[src/rtl/frame_renderer_if.sv]
// Bus between the game datapath (master) and frame_renderer (slave):
// frame control, sprite position, bitmap RAM read port and pixel output.
interface frame_renderer_if #(
  parameter int unsigned COORD_W  = 8,
  parameter int unsigned ADDR_W   = 14,
  parameter int unsigned COLOUR_W = 3
);
  logic                start;
  logic [COORD_W-1:0]  sprite_x;
  logic [COORD_W-1:0]  sprite_y;
  logic [ADDR_W-1:0]   rd_addr;
  logic                rd_data;
  logic [COORD_W-1:0]  x;
  logic [COORD_W-1:0]  y;
  logic [COLOUR_W-1:0] colour;
  logic                plot;
  logic                busy;
  logic                done;

  modport master (
    output start, sprite_x, sprite_y, rd_data,
    input  rd_addr, x, y, colour, plot, busy, done
  );

  modport slave (
    input  start, sprite_x, sprite_y, rd_data,
    output rd_addr, x, y, colour, plot, busy, done
  );
endinterface

[src/rtl/frame_renderer.sv]
// Frame renderer: scans a column-major 1-bit playfield bitmap from a
// 1-cycle synchronous RAM, emits one VGA pixel per cycle, then overlays
// a clipped rectangular sprite and pulses done.
// Pipeline: s0 = issued coordinate (and RAM address), s1 = RAM data
// returning, output stage = registered x/y/colour/plot.
module frame_renderer #(
  parameter int unsigned MAP_W    = 120,
  parameter int unsigned MAP_H    = 100,
  parameter int unsigned X_OFF    = 20,
  parameter int unsigned Y_OFF    = 10,
  parameter int unsigned SPR_W    = 4,
  parameter int unsigned SPR_H    = 6,
  parameter int unsigned COORD_W  = 8,
  parameter int unsigned ADDR_W   = 14,
  parameter int unsigned COLOUR_W = 3,
  parameter logic [COLOUR_W-1:0] FG_COLOUR  = 3'b111,
  parameter logic [COLOUR_W-1:0] BG_COLOUR  = 3'b000,
  parameter logic [COLOUR_W-1:0] SPR_COLOUR = 3'b100
) (
  input logic              clk,
  input logic              resetn,
  frame_renderer_if.slave  bus
);

  localparam int unsigned N_PIX    = MAP_W * MAP_H;
  localparam int unsigned ADDR_PRE = (N_PIX > 1) ? (N_PIX - 2) : 0;
  localparam int unsigned CW1      = COORD_W + 1;

  typedef enum logic [1:0] {IDLE, WALL, SPRITE, FINISH} state_t;

  state_t              r_state;
  state_t              w_state_nxt;

  logic [COORD_W-1:0]  r_sx;
  logic [COORD_W-1:0]  r_sy;
  logic [ADDR_W-1:0]   r_rd_addr;
  logic [COORD_W-1:0]  r_spr_i;
  logic [COORD_W-1:0]  r_spr_j;
  logic                r_spr_end;

  logic                r_s0_vld;
  logic                r_s0_spr;
  logic                r_s0_vis;
  logic [COORD_W-1:0]  r_s0_px;
  logic [COORD_W-1:0]  r_s0_py;

  logic                r_s1_vld;
  logic                r_s1_spr;
  logic                r_s1_vis;
  logic [COORD_W-1:0]  r_s1_px;
  logic [COORD_W-1:0]  r_s1_py;

  logic [COORD_W-1:0]  r_x;
  logic [COORD_W-1:0]  r_y;
  logic [COLOUR_W-1:0] r_colour;
  logic                r_plot;
  logic                r_busy;
  logic                r_done;

  logic [CW1-1:0]      w_spr_px;
  logic [CW1-1:0]      w_spr_py;
  logic                w_spr_vis;
  logic                w_last_i;
  logic                w_last_j;
  logic                w_wall_last_row;

  // Sprite pixel position is formed one bit wider so the clip test cannot wrap.
  assign w_spr_px        = CW1'(r_sx) + CW1'(r_spr_i);
  assign w_spr_py        = CW1'(r_sy) + CW1'(r_spr_j);
  assign w_spr_vis       = (w_spr_px < CW1'(MAP_W)) && (w_spr_py < CW1'(MAP_H));
  assign w_last_i        = (r_spr_i == COORD_W'(SPR_W - 1));
  assign w_last_j        = (r_spr_j == COORD_W'(SPR_H - 1));
  assign w_wall_last_row = (r_s0_py == COORD_W'(MAP_H - 1));

  // State register.
  always_ff @(posedge clk) begin
    if (!resetn) r_state <= IDLE;
    else         r_state <= w_state_nxt;
  end

  // Next-state logic; SPRITE also covers the two-cycle pipeline drain.
  always_comb begin
    w_state_nxt = r_state;
    case (r_state)
      IDLE:    if (bus.start) w_state_nxt = (N_PIX > 1) ? WALL : SPRITE;
      WALL:    if (r_rd_addr == ADDR_W'(ADDR_PRE)) w_state_nxt = SPRITE;
      SPRITE:  if (r_spr_end && !r_s0_vld && !r_s1_vld) w_state_nxt = FINISH;
      FINISH:  w_state_nxt = IDLE;
      default: w_state_nxt = IDLE;
    endcase
  end

  // Issue stage: bitmap address / wall col,row, then sprite i,j with clip flag.
  always_ff @(posedge clk) begin
    if (!resetn) begin
      r_sx      <= '0;
      r_sy      <= '0;
      r_rd_addr <= '0;
      r_spr_i   <= '0;
      r_spr_j   <= '0;
      r_spr_end <= 1'b0;
      r_s0_vld  <= 1'b0;
      r_s0_spr  <= 1'b0;
      r_s0_vis  <= 1'b0;
      r_s0_px   <= '0;
      r_s0_py   <= '0;
    end else begin
      case (r_state)
        IDLE: begin
          r_s0_vld <= 1'b0;
          if (bus.start) begin
            r_sx      <= bus.sprite_x;
            r_sy      <= bus.sprite_y;
            r_rd_addr <= '0;
            r_spr_i   <= '0;
            r_spr_j   <= '0;
            r_spr_end <= 1'b0;
            r_s0_vld  <= 1'b1;
            r_s0_spr  <= 1'b0;
            r_s0_vis  <= 1'b1;
            r_s0_px   <= '0;
            r_s0_py   <= '0;
          end
        end
        WALL: begin
          r_rd_addr <= r_rd_addr + ADDR_W'(1);
          r_s0_vld  <= 1'b1;
          if (w_wall_last_row) begin
            r_s0_py <= '0;
            r_s0_px <= r_s0_px + COORD_W'(1);
          end else begin
            r_s0_py <= r_s0_py + COORD_W'(1);
          end
        end
        SPRITE: begin
          if (!r_spr_end) begin
            r_s0_vld <= 1'b1;
            r_s0_spr <= 1'b1;
            r_s0_vis <= w_spr_vis;
            r_s0_px  <= w_spr_px[COORD_W-1:0];
            r_s0_py  <= w_spr_py[COORD_W-1:0];
            if (w_last_j) begin
              r_spr_j <= '0;
              if (w_last_i) r_spr_end <= 1'b1;
              else          r_spr_i   <= r_spr_i + COORD_W'(1);
            end else begin
              r_spr_j <= r_spr_j + COORD_W'(1);
            end
          end else begin
            r_s0_vld <= 1'b0;
          end
        end
        default: r_s0_vld <= 1'b0;
      endcase
    end
  end

  // RAM-return stage and registered pixel/status outputs; x/y/colour hold when not plotting.
  always_ff @(posedge clk) begin
    if (!resetn) begin
      r_s1_vld <= 1'b0;
      r_s1_spr <= 1'b0;
      r_s1_vis <= 1'b0;
      r_s1_px  <= '0;
      r_s1_py  <= '0;
      r_x      <= '0;
      r_y      <= '0;
      r_colour <= BG_COLOUR;
      r_plot   <= 1'b0;
      r_busy   <= 1'b0;
      r_done   <= 1'b0;
    end else begin
      r_s1_vld <= r_s0_vld;
      r_s1_spr <= r_s0_spr;
      r_s1_vis <= r_s0_vis;
      r_s1_px  <= r_s0_px;
      r_s1_py  <= r_s0_py;
      r_plot   <= r_s1_vld && r_s1_vis;
      if (r_s1_vld && r_s1_vis) begin
        r_x      <= COORD_W'(X_OFF) + r_s1_px;
        r_y      <= COORD_W'(Y_OFF) + r_s1_py;
        r_colour <= r_s1_spr ? SPR_COLOUR : (bus.rd_data ? FG_COLOUR : BG_COLOUR);
      end
      r_busy <= (w_state_nxt == WALL) || (w_state_nxt == SPRITE);
      r_done <= (w_state_nxt == FINISH);
    end
  end

  assign bus.rd_addr = r_rd_addr;
  assign bus.x       = r_x;
  assign bus.y       = r_y;
  assign bus.colour  = r_colour;
  assign bus.plot    = r_plot;
  assign bus.busy    = r_busy;
  assign bus.done    = r_done;

endmodule

[src/flat_wrapper.sv]
// flat-port wrapper written by rule: the top's interface ports become plain ports
module frame_renderer_flat 
#(
  parameter int unsigned MAP_W    = 120,
  parameter int unsigned MAP_H    = 100,
  parameter int unsigned X_OFF    = 20,
  parameter int unsigned Y_OFF    = 10,
  parameter int unsigned SPR_W    = 4,
  parameter int unsigned SPR_H    = 6,
  parameter int unsigned COORD_W  = 8,
  parameter int unsigned ADDR_W   = 14,
  parameter int unsigned COLOUR_W = 3,
  parameter logic [COLOUR_W-1:0] FG_COLOUR  = 3'b111,
  parameter logic [COLOUR_W-1:0] BG_COLOUR  = 3'b000,
  parameter logic [COLOUR_W-1:0] SPR_COLOUR = 3'b100
)
  (clk, resetn, bus_start, bus_sprite_x, bus_sprite_y, bus_rd_data, bus_rd_addr, bus_x, bus_y, bus_colour, bus_plot, bus_busy, bus_done);
  frame_renderer_if #(.COORD_W(COORD_W), .ADDR_W(ADDR_W), .COLOUR_W(COLOUR_W)) bus_i ();
  input logic clk;
  input logic resetn;
  input wire logic [$bits(bus_i.start)-1:0] bus_start;
  input wire logic [$bits(bus_i.sprite_x)-1:0] bus_sprite_x;
  input wire logic [$bits(bus_i.sprite_y)-1:0] bus_sprite_y;
  input wire logic [$bits(bus_i.rd_data)-1:0] bus_rd_data;
  output wire logic [$bits(bus_i.rd_addr)-1:0] bus_rd_addr;
  output wire logic [$bits(bus_i.x)-1:0] bus_x;
  output wire logic [$bits(bus_i.y)-1:0] bus_y;
  output wire logic [$bits(bus_i.colour)-1:0] bus_colour;
  output wire logic [$bits(bus_i.plot)-1:0] bus_plot;
  output wire logic [$bits(bus_i.busy)-1:0] bus_busy;
  output wire logic [$bits(bus_i.done)-1:0] bus_done;
  assign bus_i.start = bus_start;
  assign bus_i.sprite_x = bus_sprite_x;
  assign bus_i.sprite_y = bus_sprite_y;
  assign bus_i.rd_data = bus_rd_data;
  assign bus_rd_addr = bus_i.rd_addr;
  assign bus_x = bus_i.x;
  assign bus_y = bus_i.y;
  assign bus_colour = bus_i.colour;
  assign bus_plot = bus_i.plot;
  assign bus_busy = bus_i.busy;
  assign bus_done = bus_i.done;
  frame_renderer #(.MAP_W(MAP_W), .MAP_H(MAP_H), .X_OFF(X_OFF), .Y_OFF(Y_OFF), .SPR_W(SPR_W), .SPR_H(SPR_H), .COORD_W(COORD_W), .ADDR_W(ADDR_W), .COLOUR_W(COLOUR_W), .FG_COLOUR(FG_COLOUR), .BG_COLOUR(BG_COLOUR), .SPR_COLOUR(SPR_COLOUR)) u_core (.clk(clk), .resetn(resetn), .bus(bus_i));
endmodule
[config.mk]
export PLATFORM = sky130hd
export DESIGN_NAME = frame_renderer_flat
export DESIGN_NICKNAME = d
export VERILOG_FILES = /design/src/rtl/frame_renderer_if.sv /design/src/rtl/frame_renderer.sv /design/src/flat_wrapper.sv
export SDC_FILE = /design/constraint.sdc
export NUM_CORES = 1
export LEC_CHECK = 0
export BUFFER_PORTS_ARGS = -buffer_cell sky130_fd_sc_hd__buf_2
export CORE_ASPECT_RATIO = 1.25
export CORE_MARGIN = 2
export CORE_UTILIZATION = 55
export DETAILED_ROUTE_END_ITERATION = 10
export HOLD_SLACK_MARGIN = 0.05
export PLACE_DENSITY = 0.75
export REMOVE_ABC_BUFFERS = 1
export SLEW_MARGIN = 15
export SYNTH_ARGS = -nofsm -noshare
export SYNTH_HDL_FRONTEND = slang
export SYNTH_SLANG_ARGS = --single-unit
export TNS_END_PERCENT = 10
[constraint.sdc]
create_clock -name clk -period 2.98 [get_ports clk]
set_input_delay 0.447 -clock clk [delete_from_list [all_inputs] [get_ports clk]]
set_output_delay 0.447 -clock clk [all_outputs]
set_load 0.01 [all_outputs]
==> metrics.txt, run 1 <==
# TYPE chip_impl_metric gauge
chip_impl_metric{name="vdd_drop_max",unit="mV"} 0.3382
chip_impl_metric{name="drt-initial-drc-count",unit=""} 196
chip_impl_info{name="setup_cp_type",value="reg -> reg"} 1
chip_impl_metric{name="report.final.hold_viol_count",unit=""} 0
chip_impl_info{name="worst_path_most_repeated_cell",value="a21oi_1"} 1
chip_impl_metric{name="grt_pass1_vias",unit=""} 4221
chip_impl_metric{name="grt_util_all_layers",unit="%"} 22.12
chip_impl_metric{name="synth-async-reset-ratio",unit="%"} 0
chip_impl_metric{name="residual_antenna_violating_net_count_after_detailed_routing",unit=""} 0
chip_impl_metric{name="num_vias",unit=""} 4415
chip_impl_info{name="hold_class",value="in -> reg"} 1
chip_impl_info{name="setup.worst_path.end_class",value="register"} 1
chip_impl_metric{name="first_pass_iters",unit=""} 5
chip_impl_metric{name="ys_warn_count",unit=""} 0
chip_impl_metric{name="finalSetupTns",unit="ns"} 0
chip_impl_metric{name="power.density",unit="mW/mm²"} 505.5
chip_impl_metric{name="tritoncts.num_buffers",unit=""} 9
chip_impl_metric{name="required",unit="ns"} 3.27
chip_impl_metric{name="detail_route.wirelength.met1",unit="mm"} 4.778
chip_impl_metric{name="cts_resized",unit=""} 0
chip_impl_metric{name="setup_viol",unit=""} 0
chip_impl_metric{name="post_cts_hold_buffer_count",unit=""} 0
chip_impl_info{name="unrepaired_setup_endpoints_after_global_routing",value="no"} 1
chip_impl_metric{name="final_max_slew_viol_count",unit=""} 0
chip_impl_metric{name="synth-edff-count",unit=""} 0
chip_impl_metric{name="drt-wirelength-per-cell",unit="µm"} 13.99
chip_impl_metric{name="chipHeight",unit="µm"} 113.7
chip_impl_info{name="path_cells",value="ha_1, fa_1, a211oi_2, o21bai_1, a21oi_1, mux2_2, a21oi_1, a31o_1"} 1
chip_impl_metric{name="coreArea",unit="mm²"} 0.009509
chip_impl_info{name="dominantRegCellSynth",value="dfxtp_1"} 1
chip_impl_info{name="status",value="finished clean"} 1
chip_impl_info{name="clk_root_buffer_cell",value="clkbuf_16"} 1
chip_impl_metric{name="finalNetCount",unit=""} 728
chip_impl_metric{name="worst-r2r-cell-count",unit=""} 8
chip_impl_metric{name="path_buf_inv",unit=""} 0
chip_impl_info{name="slowest_stage_cell_crit_path",value="fa_1"} 1
chip_impl_info{name="critical_path.startpoint_type",value="register"} 1
chip_impl_metric{name="postSynthCellCount",unit=""} 627
chip_impl_metric{name="min_path_cells",unit=""} 3
chip_impl_metric{name="synth.cell_area",unit="mm²"} 0.005290
chip_impl_metric{name="reg2reg_slack",unit="ns"} 0.39
chip_impl_metric{name="post-dp-hpwl",unit="mm"} 8.179
chip_impl_metric{name="vias_per_cell",unit=""} 5.471
chip_impl_info{name="timing.rr.end",value="u_core.r_s0_vis$_SDFFE_PN0P_"} 1
chip_impl_metric{name="power.static_leakage",unit="nW"} 2.440
chip_impl_metric{name="clockBufferDepth",unit=""} 2
chip_impl_info{name="critical-path-top-delay-family",value="compound AO/OA/AOI/OAI gates"} 1
chip_impl_metric{name="clock_tree.htree_level_count",unit=""} 3
chip_impl_metric{name="wl_met3",unit="µm"} 454
chip_impl_info{name="hold_path_startpoint",value="bus_sprite_y[7]"} 1
chip_impl_metric{name="rows",unit=""} 40
chip_impl_metric{name="insertion_delay",unit="ns"} 0.35
chip_impl_metric{name="critPathMaxFanout",unit=""} 7
chip_impl_info{name="tritoncts",value="yes"} 1
chip_impl_metric{name="critical_path_depth",unit=""} 8
chip_impl_info{name="timing.hold.worst_endpoint",value="u_core.r_sy[7]$_SDFFE_PN0P_"} 1
chip_impl_metric{name="post_cts.repair.setup_buffers",unit=""} 0
chip_impl_metric{name="sum_of_overflow_across_all_layers_after_global_routing",unit=""} 0
chip_impl_metric{name="placement.setup.worst_slack",unit="ns"} 0.4672
chip_impl_metric{name="final.fill_count",unit=""} 859
chip_impl_metric{name="grt_max_degree",unit=""} 49
chip_impl_metric{name="met2_wirelength",unit="mm"} 5.765
chip_impl_metric{name="final_worst_slack",unit="ns"} 0.3926
chip_impl_metric{name="drcViolationCount",unit=""} 0
chip_impl_metric{name="grt_pass1_wl",unit="mm"} 18.79
chip_impl_metric{name="max_freq",unit="MHz"} 386.5
chip_impl_metric{name="grt_antenna_before_repair",unit=""} 0
chip_impl_metric{name="io-pin-count",unit=""} 56
chip_impl_metric{name="design.die.area",unit="mm²"} 0.01042
chip_impl_metric{name="synth.yosys.seq_area_share",unit="%"} 40.87
chip_impl_metric{name="timing.final.crit_period",unit="ns"} 2.587
chip_impl_metric{name="max_stage_delay",unit="ns"} 0.42
chip_impl_metric{name="clk_pin_slew_worst_setup_hold_paths",unit="ns"} 0.07
chip_impl_metric{name="syn_avg_cell_area",unit="µm²"} 8.437
chip_impl_metric{name="final_layout_size_suffix_gt1_share",unit="%"} 13.95
chip_impl_metric{name="layout-area-overhead-vs-synth",unit="%"} 13.06
chip_impl_metric{name="io_buffer_count",unit=""} 55
chip_impl_metric{name="worstMarginPinSlew",unit="ns"} 0.7710
chip_impl_metric{name="final_period_utilization",unit="%"} 86.83
chip_impl_info{name="critical_path.reg2reg.startpoint",value="u_core.r_spr_i[0]$_SDFFE_PN0P_"} 1
chip_impl_metric{name="clock-sinks",unit=""} 108
chip_impl_metric{name="antenna_cells",unit=""} 0
chip_impl_metric{name="yosysUniqueCellTypes",unit=""} 65
chip_impl_metric{name="ys_ff_latch",unit=""} 108
chip_impl_metric{name="initial_core_utilization",unit="%"} 55.63
chip_impl_metric{name="max_cap_viol_count",unit=""} 0
chip_impl_metric{name="die_x",unit="µm"} 91.72
chip_impl_metric{name="clock_skew",unit="ns"} 0.005495
chip_impl_metric{name="totalWireLength",unit="mm"} 11.29
chip_impl_metric{name="arrival",unit="ns"} 2.88
chip_impl_metric{name="gp_congestion",unit=""} 0.8423
chip_impl_info{name="dr.max_layer_used",value="met4"} 1
chip_impl_metric{name="timing.max_slew.rel_slack",unit="%"} 48.60
cells in the mapped netlist, types with 5 or more instances:
library cell	instances	area share (%)
nor2b_1	5	0.59
ha_1	30	7.1
and2_1	22	2.6
or3_1	9	1.1
nand3_1	14	1.3
a21oi_1	64	6.1
nor3b_1	8	1.1
nor3_1	7	0.66
xnor2_1	13	2.2
dfxtp_1	108	41
buf_1	5	0.35
and3_1	9	1.1
a211oi_1	9	1.3
o21ai_0	42	4.0
nand2b_1	5	0.59
nand4_1	11	1.3
nor2_1	73	5.2
inv_1	12	0.85
a22oi_1	7	0.99
nand2_1	79	5.6
xor2_1	25	4.1
clkbuf_1	12	0.85
final cells by class:
cell class	instances	area [µm²]	share of cell area, %
timing repair buffer	64	342.8	5.732
tap	126	157.7	2.636
sequential	108	2162	36.15
clock buffer	10	229.0	3.828
clock inverter	6	86.33	1.444
inverter	13	48.80	0.8159
multi-input combinational	480	2954	49.39
where the power goes:
| part | internal (W) | switching (W) | total (W) |
|---|---|---|---|
| combinational | 0.0000940 | 0.000171 | 0.000265 |
| sequential | 0.00148 | 0.0000221 | 0.00150 |
| clock | 0.000737 | 0.000523 | 0.00126 |
per-layer routing:
metal	vias up	global-route usage [%]
met5	-	0
met1	2018	24.65
met3	26	3.501
met4	0	11.94
met2	98	40.20
li1	2273	-
cells by family after synthesis:
family | Yosys count | synth area share (%)
adder cells (fa/ha/maj) | 32 | 7.852
XOR/XNOR | 38 | 6.291
multiplexers | 3 | 0.6858
AND/OR/NAND/NOR | 255 | 23.56
flip-flops | 108 | 40.87
buffers and inverters | 39 | 3.287
AO/OA/AOI/OAI | 152 | 17.45
worst reg2reg max path, cell delays in order, from the launching register on:
cell	delay (ns)
dfxtp_1	0.38
ha_1	0.25
fa_1	0.42
a211oi_2	0.39
o21bai_1	0.13
a21oi_1	0.30
mux2_2	0.38
a21oi_1	0.14
a31o_1	0.15
cells in the final DEF, fill, tap and decap left out, types with 11 or more instances in the layout:
cell type  count
nand4_1       11
xor2_1        25
inv_1         12
nand3_1       14
ha_1          30
o21ai_0       42
a21oi_1       64
and2_1        22
xnor2_1       13
buf_2         55
nand2_1       79
nor2_1        73
dfxtp_1      108
worst max-delay path by stage:
stage / startpoint / endpoint
2_1_floorplan: u_core.r_spr_i[0]$_SDFFE_PN0P_ / u_core.r_s0_vis$_SDFFE_PN0P_
3_3_place_gp: u_core.r_spr_i[0]$_SDFFE_PN0P_ / u_core.r_s0_vis$_SDFFE_PN0P_
3_5_place_dp: u_core.r_spr_i[0]$_SDFFE_PN0P_ / u_core.r_s0_vis$_SDFFE_PN0P_
4_1_cts: u_core.r_spr_i[0]$_SDFFE_PN0P_ / u_core.r_s0_vis$_SDFFE_PN0P_
5_1_grt: u_core.r_spr_i[0]$_SDFFE_PN0P_ / u_core.r_s0_vis$_SDFFE_PN0P_
6_report: u_core.r_spr_i[0]$_SDFFE_PN0P_ / u_core.r_s0_vis$_SDFFE_PN0P_
through the flow:
stage / std cells / hold slack [ns] / power, W / utilization [%] / cell area [µm²]
finish: 807 / 0.3331 / 0.003023 / 62.89 / 5981
global route: 807 / 0.3448 / 0.003139 / 62.89 / 5981
CTS: 807 / 0.3221 / 0.003052 / 62.89 / 5981
detailed placement: 791 / 0.4312 / 0.001793 / 59.58 / 5665
global placement: 791 / 0.4207 / 0.001785 / 59.58 / 5665
floorplan: 601 / 0.4174 / 0.001692 / - / 5165
sequential cells by signal, indices dropped and copies added, names as in the netlist, 2 cells and up:
| register | cells |
|---|---|
| u_core.bus.x | 8 |
| u_core.bus.rd_addr | 14 |
| u_core.r_state | 2 |
| u_core.r_s0_px | 8 |
| u_core.r_spr_i | 8 |
| u_core.bus.colour | 2 |
| u_core.r_spr_j | 8 |
| u_core.r_sy | 8 |
| u_core.r_sx | 8 |
| u_core.r_s0_py | 8 |
| u_core.r_s1_px | 8 |
| u_core.r_s1_py | 8 |
| u_core.bus.y | 8 |
Power figures use the tool's default switching activity.
==> inputs of run 2 (changes only) <==
- CELL_PAD_IN_SITES_DETAIL_PLACEMENT: unset -> 0
- CELL_PAD_IN_SITES_GLOBAL_PLACEMENT: unset -> 1
- CORE_UTILIZATION: 55 -> 44
- PLACE_DENSITY: 0.75 -> 0.9
==> run 2 against run 1 <==
  * Sequential power hardly changed
  * Worst setup slack improved by 0.079 ns
  * Routed wire length increased by 1.1%
  * Clock skew is 0.0033 ns higher
  * Critical path depth stayed put
  * Non-clock buffer count decreased by 1
  * Die area grew 24%
  * Utilization down 11 points
  * Sequential share of layout area fell by 0.14 points
  * First-iteration DRC count fell by 20%
  * Critical path type unchanged
==> metrics.txt, run 2 (same netlist as run 1, synthesis figures left out) <==
# TYPE chip_impl_metric gauge
chip_impl_metric{name="num_vias",unit=""} 4449
chip_impl_metric{name="clk_pin_slew_worst_setup_hold_paths",unit="ns"} 0.07
chip_impl_metric{name="share_seq_of_total_power",unit="%"} 50.7
chip_impl_info{name="hold_class",value="in -> reg"} 1
chip_impl_metric{name="p_int",unit="W"} 0.002259
chip_impl_metric{name="clockBufferDepth",unit=""} 2
chip_impl_metric{name="antenna_cells",unit=""} 0
chip_impl_info{name="clk_root_buffer_cell",value="clkbuf_16"} 1
chip_impl_info{name="layout_commonest_cell",value="dfxtp_1"} 1
chip_impl_metric{name="layout-area-overhead-vs-synth",unit="%"} 13.48
chip_impl_metric{name="chipHeight",unit="µm"} 126.6
chip_impl_metric{name="report.final.hold_viol_count",unit=""} 0
chip_impl_info{name="critical_path.reg2reg.startpoint",value="u_core.r_spr_i[0]$_SDFFE_PN0P_"} 1
chip_impl_metric{name="finalSetupTns",unit="ns"} 0
chip_impl_metric{name="pwr-share-comb",unit="%"} 8.8
chip_impl_metric{name="io-pin-count",unit=""} 56
chip_impl_metric{name="timing.max_slew.rel_slack",unit="%"} 48.20
chip_impl_metric{name="rows",unit=""} 44
chip_impl_metric{name="timing.final.crit_period",unit="ns"} 2.509
chip_impl_metric{name="required",unit="ns"} 3.27
chip_impl_metric{name="totalWireLength",unit="mm"} 11.42
chip_impl_metric{name="clock_skew",unit="ns"} 0.008798
chip_impl_metric{name="drt-wirelength-per-cell",unit="µm"} 13.60
chip_impl_metric{name="power.static_leakage",unit="nW"} 2.432
chip_impl_info{name="hold_path_startpoint",value="bus_sprite_y[2]"} 1
chip_impl_metric{name="insertion_delay",unit="ns"} 0.34
chip_impl_info{name="unrepaired_setup_endpoints_after_global_routing",value="no"} 1
chip_impl_metric{name="grt_max_degree",unit=""} 54
chip_impl_metric{name="coreArea",unit="mm²"} 0.01167
chip_impl_metric{name="power.density",unit="mW/mm²"} 492.4
chip_impl_info{name="tritoncts",value="yes"} 1
chip_impl_metric{name="setup_viol",unit=""} 0
chip_impl_metric{name="io_buffer_count",unit=""} 55
chip_impl_metric{name="vdd_drop_max",unit="mV"} 0.2400
chip_impl_metric{name="vias_per_cell",unit=""} 5.296
chip_impl_metric{name="grt_pass1_vias",unit=""} 4335
chip_impl_metric{name="die_x",unit="µm"} 102.1
chip_impl_metric{name="final_max_slew_viol_count",unit=""} 0
chip_impl_metric{name="final_worst_slack",unit="ns"} 0.4711
chip_impl_info{name="setup.worst_path.end_class",value="register"} 1
chip_impl_metric{name="share_clk_of_total_power",unit="%"} 40.6
chip_impl_info{name="status",value="finished clean"} 1
chip_impl_metric{name="residual_antenna_violating_net_count_after_detailed_routing",unit=""} 0
chip_impl_metric{name="arrival",unit="ns"} 2.80
chip_impl_metric{name="drcViolationCount",unit=""} 0
chip_impl_metric{name="drt-initial-drc-count",unit=""} 157
chip_impl_metric{name="grt_antenna_before_repair",unit=""} 0
chip_impl_info{name="critical_path.startpoint_type",value="register"} 1
chip_impl_metric{name="finalNetCount",unit=""} 727
chip_impl_metric{name="sum_of_overflow_across_all_layers_after_global_routing",unit=""} 0
chip_impl_metric{name="initial_core_utilization",unit="%"} 45.33
chip_impl_metric{name="grt_pass1_wl",unit="mm"} 19.52
chip_impl_metric{name="tritoncts.num_buffers",unit=""} 9
chip_impl_info{name="worst_setup_path_startpoint",value="u_core.r_spr_i[0]$_SDFFE_PN0P_"} 1
chip_impl_metric{name="clock-sinks",unit=""} 108
chip_impl_metric{name="worstMarginPinSlew",unit="ns"} 0.7770
chip_impl_metric{name="switching_power",unit="W"} 0.0006967
chip_impl_metric{name="clock_tree.htree_level_count",unit=""} 3
chip_impl_metric{name="post-dp-hpwl",unit="mm"} 8.517
chip_impl_metric{name="placement.setup.worst_slack",unit="ns"} 0.4915
chip_impl_metric{name="cts_resized",unit=""} 0
chip_impl_metric{name="critPathMaxFanout",unit=""} 7
chip_impl_metric{name="largest_register_ffs",unit=""} 14
chip_impl_metric{name="design.die.area",unit="mm²"} 0.01292
chip_impl_metric{name="final_layout_size_suffix_gt1_share",unit="%"} 13.84
chip_impl_metric{name="swShare",unit="%"} 23.57
chip_impl_info{name="setup_cp_type",value="reg -> reg"} 1
chip_impl_metric{name="max_cap_viol_count",unit=""} 0
chip_impl_metric{name="post_cts.repair.setup_buffers",unit=""} 0
chip_impl_metric{name="max_freq",unit="MHz"} 398.6
chip_impl_metric{name="grt_util_all_layers",unit="%"} 18.51
chip_impl_metric{name="post_cts_hold_buffer_count",unit=""} 0
chip_impl_metric{name="first_pass_iters",unit=""} 4
chip_impl_metric{name="gp_congestion",unit=""} 0.8136
chip_impl_metric{name="final_period_utilization",unit="%"} 84.19
chip_impl_info{name="layout_common_cells",value="dfxtp_1, nand2_1, nor2_1, a21oi_1, buf_2"} 1
==> run 2: critical path, stage by stage (launching register included) <==
cell,delay (ns)
dfxtp_1,0.37
ha_1,0.25
fa_1,0.42
a211oi_2,0.36
o21bai_1,0.12
a21oi_1,0.29
mux2_2,0.37
a21oi_1,0.14
a31o_1,0.14
==> run 2: metrics by stage <==
step                cell area (µm²)  util (%)  cells  hold WS (ns)  power, W
global placement               5702     48.85    825        0.4204  0.001784
floorplan                      5165         -    601        0.4174  0.001692
global route                   6003     51.44    840        0.3463  0.003077
CTS                            6003     51.44    840        0.3320  0.002983
finish                         6003     51.44    840        0.3373  0.002956
detailed placement             5702     48.85    825        0.4274  0.001791
==> run 2: layout make-up <==
type	instances	area, µm²
fill	1163	5668
multi-input combinational	480	2954
sequential	108	2162
timing repair buffer	63	335.3
clock buffer	11	252.7
tap	161	201.4
clock inverter	4	48.80
inverter	13	48.80
==> run 2: power by group through the flow <==
| stage | clock, W | sequential, W | combinational (W) |
|---|---|---|---|
| CTS | 0.00122 | 0.00150 | 0.000261 |
| global placement | 0 | 0.00153 | 0.000254 |
| global route | 0.00128 | 0.00150 | 0.000293 |
| floorplan | 0 | 0.00153 | 0.000163 |
| detailed placement | 0 | 0.00153 | 0.000259 |
| finish | 0.00120 | 0.00150 | 0.000259 |
==> run 2: final timing paths <==
path                                   to  slack (ns)  depth (start not counted)
max          u_core.r_s0_vis$_SDFFE_PN0P_        0.47                          8
min reg2reg  u_core.bus.y[0]$_SDFFE_PN0P_        0.44                          2
max reg2reg  u_core.r_s0_vis$_SDFFE_PN0P_        0.47                          8
min           u_core.r_sy[2]$_SDFFE_PN0P_        0.34                          3
==> run 2: routing by layer <==
metal	track usage, %	share of wire, %
met1	22.66	43
met2	32.04	51
met3	2.094	3.3
met4	8.627	2.1
met5	0	0
